`config.mk`:
```
export PLATFORM = sky130hd
export DESIGN_NAME = bus_demux_1x8_buf
export DESIGN_NICKNAME = d
export VERILOG_FILES = /design/src/rtl/bus_demux_1x8_buf.sv
export SDC_FILE = /design/constraint.sdc
export NUM_CORES = 1
export LEC_CHECK = 0
export CAP_MARGIN = 0
export CORE_AREA = 8 8 90 92
export CTS_CLUSTER_SIZE = 8
export DETAILED_ROUTE_END_ITERATION = 10
export DIE_AREA = 0 0 98 100
export HOLD_SLACK_MARGIN = 0.1
export PLACE_DENSITY_LB_ADDON = 0.1
export SLEW_MARGIN = 40
export SYNTH_ARGS = -nofsm -noshare
export SYNTH_HDL_FRONTEND = slang
export SYNTH_SLANG_ARGS = --single-unit
```
`constraint.sdc`:
```
create_clock -name clk -period 3.7 [get_ports clk]
set_input_delay 0.555 -clock clk [delete_from_list [all_inputs] [get_ports clk]]
set_output_delay 0.555 -clock clk [all_outputs]
set_load 0.02 [all_outputs]
```
`src/rtl/bus_demux_1x8_buf.sv`:
```
// bus_demux_1x8_buf: routes one bus word into one of 8 single-entry holding slots
// with per-slot valid/ack handshake, flush, occupancy count and dropped-write flag.
module bus_demux_1x8_buf #(
   parameter int DATA_WIDTH = 6,
   parameter int SEL_WIDTH  = 3
) (
   input  logic                    clk,
   input  logic                    rst_n,
   input  logic [DATA_WIDTH-1:0]   in_data,
   input  logic [SEL_WIDTH-1:0]    in_sel,
   input  logic                    in_valid,
   output logic                    in_ready,
   input  logic                    flush,
   output logic [8*DATA_WIDTH-1:0] out_data,
   output logic [7:0]              out_valid,
   input  logic [7:0]              out_ack,
   output logic [3:0]              occupancy,
   output logic                    ovf_err
);
   logic [7:0][DATA_WIDTH-1:0] data_q, data_d;
   logic [7:0]                 valid_q, valid_d;
   logic [3:0]                 occ_q, occ_d;
   logic                       ovf_q, ovf_d;
   logic                       accept;
   logic [7:0]                 wr_oh;
   assign in_ready = ~valid_q[in_sel] | out_ack[in_sel];
   assign accept   = in_valid & in_ready & ~flush;
   assign wr_oh    = accept ? 8'(1) << in_sel : 8'h00;
   always_comb begin
      data_d = data_q;
      if (accept) data_d[in_sel] = in_data;
      // a write on a slot being acked re-sets its valid, so write wins
      valid_d = flush ? 8'h00 : (valid_q & ~out_ack) | wr_oh;
      occ_d = '0;
      for (int k = 0; k < 8; k++) occ_d = occ_d + 4'(valid_d[k]);
      ovf_d = in_valid & ~in_ready & ~flush;
   end
   always_ff @(posedge clk or negedge rst_n) begin
      if (!rst_n) begin
         data_q  <= '0;
         valid_q <= '0;
         occ_q   <= '0;
         ovf_q   <= 1'b0;
      end else begin
         data_q  <= data_d;
         valid_q <= valid_d;
         occ_q   <= occ_d;
         ovf_q   <= ovf_d;
      end
   end
   assign out_data  = data_q;
   assign out_valid = valid_q;
   assign occupancy = occ_q;
   assign ovf_err   = ovf_q;
endmodule

```
==> results.ini <==
[clock_network]
path_clk_slew_ns = 0.07
htreeDepth = 3
hold_buffers = 0
cts_sinks = 61
clk_latency_ns = 0.34
cts_tree = yes
clockRootBuffer = clkbuf_8
cts.path.max_buffers = 2
numCtsBuffers = 9

[floorplanning]
core-area_mm2 = 0.00664
die_y_um = 100
pin_count = 83
die-area_mm2 = 0.00980
die_x_um = 98
initial_core_util = 0.396
rows = 30

[synth]
synthDistinctLibCells = 25
synthTopCellsByCount = dfrtp_1, mux2_2, a21oi_1, inv_1, nand2b_1
yosys-top-cells-area = dfrtp_1, mux2_2, fa_1, nand3_2, nand2b_1
avgSynthCellArea_um2 = 15.1
netlist_area_mm2 = 0.00263
synth.most_common_cell = dfrtp_1
yosysTopAreaCell = dfrtp_1
synth.net_count = 202
ys_seq_area_frac = 0.581
synth_top_cell_area_share = 0.581
postSynthCellCount = 174
synth_seq_cells = 61
yosysWarnings = 0
synth_ff_type = dfrtp_1
synthArstFlopShare = 1.00
synth-edff-count = 0

[drt]
vias = 1813
drc = 0
avgViaCountPerCell = 4.93
routed_wl_mm = 6.90
drt_iter0_drc = 39
drtAntennaViolNets = 0
dr.pass1.iters = 4
routedWlPerCell_um = 18.8

[setup_path]
crit_buf_inv = 4
arrival_ns = 3.81
cpMaxStageDelayCell = fa_1
crit_type = in -> reg
end_kind = register
crit_path_start_kind = primary input
worstPathRequired_ns = 3.92
path_delay_family = adder cells
cp_cell_sequence = clkdlybuf4s50_1 -> buf_4 -> nor2_2 -> nand3_2 -> a21o_1 -> fa_1 -> fa_1 -> fa_1 -> inv_1 -> ha_2 -> inv_1 -> fa_1 -> xnor2_1
cp_max_fo = 6
critPathMaxStageDelay_ns = 0.53
crit_top_cell = fa_1

[layout]
area_delta_synth_final_pct = 49.0
layout.cells.non_filler = 368
insertedDiodeCount = 0
design_area_mm2 = 0.00392
final_nets = 311
drive_above_1_share = 0.344
fill_cells = 544

[timing]
layout_setup_ws_ns = 0.117
fmax_mhz = 279
final.setup_skew_ns = 0.0105
timing.final.hold_violations = 0
finalSetupTns_ns = 0
fin_crit_sh = 0.968
final-max-slew-violation-count = 0
tightest_slew_ns = 0.500
min_period_ns = 3.58
setup_violations = 0
relSlewSlack = 0.667

[global_route]
antenna_found_initial = 0
grt_max_degree = 41
grt_pass1_vias = 1993
gr-total-overflow = 0
track_usage = 0.149
grt_pass1_wl_mm = 11.1

[hold_path]
holdCritPathClass = in -> async

[place]
io_buffers = 82
dpl.hpwl_mm = 4.93
preCtsSetupSlack_ns = -0.375
place_inst = 351
postPlaceCellArea_mm2 = 0.00366
place.gp.congestion = 0.738

[run]
maxCapViolCount = 0

[pwr]
power_density_mw_per_mm2 = 549
p_leak_nw = 1.71
vdd_drop_max_v = 0.000333

[outcome]
status = completed

-- per-stage QoR --
| stage | hold WS [ns] | util | total power [mW] |
|---|---|---|---|
| 5_1_grt | 0.207 | 0.590 | 2.25 |
| 3_3_place_gp | 0.488 | 0.551 | 1.49 |
| 3_5_place_dp | 0.493 | 0.552 | 1.50 |
| 6_report | 0.180 | 0.590 | 2.15 |
| 2_1_floorplan | 0.259 | - | 1.15 |
| 4_1_cts | 0.187 | 0.587 | 2.18 |
-- power by group --
group	internal, mW	switching (mW)
sequential	0.792	0.0648
combinational	0.331	0.288
clock	0.417	0.257
total	1.54	0.610
-- cells by family (layout without fill, tap and decap cells) --
group,count (synthesis),count (layout),synth area share
flip-flops,61,61,0.581
multiplexers,51,51,0.227
AND/OR/NAND/NOR,25,25,0.0819
AO/OA/AOI/OAI,17,17,0.0414
buffers and inverters,12,126,0.0209
adder cells (fa/ha/maj),7,7,0.0447
XOR/XNOR,1,1,0.00333
-- final timing paths --
kind / start / end / slack, ns / depth (start not counted)
worst min register to register: out_data[32] / out_data[32] / 0.50 / 1
max in group asynchronous: rst_n / out_data[43] / 2.82 / 2
worst min-delay path: rst_n / out_data[27] / 0.18 / 1
worst max register to register: out_valid[3] / occupancy[2] / 0.53 / 11
min in group clk: out_data[32] / out_data[32] / 0.50 / 1
worst max-delay path: in_sel[0] / occupancy[2] / 0.12 / 13
-- what timing repair did --
| item | 4_1_cts | 5_1_grt |
|---|---|---|
| gates resized for setup | 0 | 7 |
| buffers inserted | 1 | 0 |
| pin swaps | 1 | 3 |
| setup endpoints to repair | 2 | 2 |
-- metal layers --
| metal | GRT usage | up-vias | wire length (µm) |
|---|---|---|---|
| li1 | - | 830 | - |
| met1 | 0.186 | 913 | 3200 |
| met2 | 0.223 | 61 | 3070 |
| met3 | 0.0547 | 9 | 518 |
| met4 | 0.0755 | 0 | 109 |
| met5 | 0 | - | 0 |
-- placed cells by master (no fill, tap or decap) --
cell type | Yosys | routed
a21o_1 | 6 | 6
a21oi_1 | 8 | 8
and3b_1 | 1 | 1
buf_4 | 0 | 20
buf_6 | 1 | 1
bufinv_16 | 0 | 2
clkbuf_1 | 1 | 2
clkbuf_8 | 0 | 11
clkdlybuf4s50_1 | 0 | 78
clkinvlp_4 | 0 | 1
dfrtp_1 | 61 | 61
dlymetal6s2s_1 | 0 | 3
fa_1 | 4 | 4
ha_1 | 3 | 2
ha_2 | 0 | 1
inv_1 | 8 | 8
mux2_2 | 49 | 49
mux4_2 | 2 | 2
nand2_1 | 1 | 1
nand2b_1 | 8 | 8
nand3_2 | 6 | 6
nand3b_1 | 1 | 1
nand4_4 | 1 | 1
nor2_2 | 0 | 1
nor2b_1 | 4 | 3
nor2b_2 | 0 | 1
nor3_4 | 1 | 1
nor3b_4 | 1 | 1
o21ba_2 | 1 | 1
o21bai_1 | 1 | 1
o22ai_1 | 1 | 1
xnor2_1 | 1 | 1
-- registers in the layout, indices dropped and copies added (netlist names) --
signal / count
out_valid: 8
occupancy: 4
ovf_err: 1
out_data: 48
-- layout make-up --
type | count | area [µm²] | share of cell area
sequential | 61 | 1530 | 0.390
multi-input combinational | 101 | 1050 | 0.269
timing repair buffer | 102 | 980 | 0.250
clock buffer | 13 | 159 | 0.0406
tap | 80 | 100 | 0.0256
clock inverter | 3 | 67.6 | 0.0172
inverter | 8 | 30.0 | 0.00767
Power figures use the tool's default switching activity.
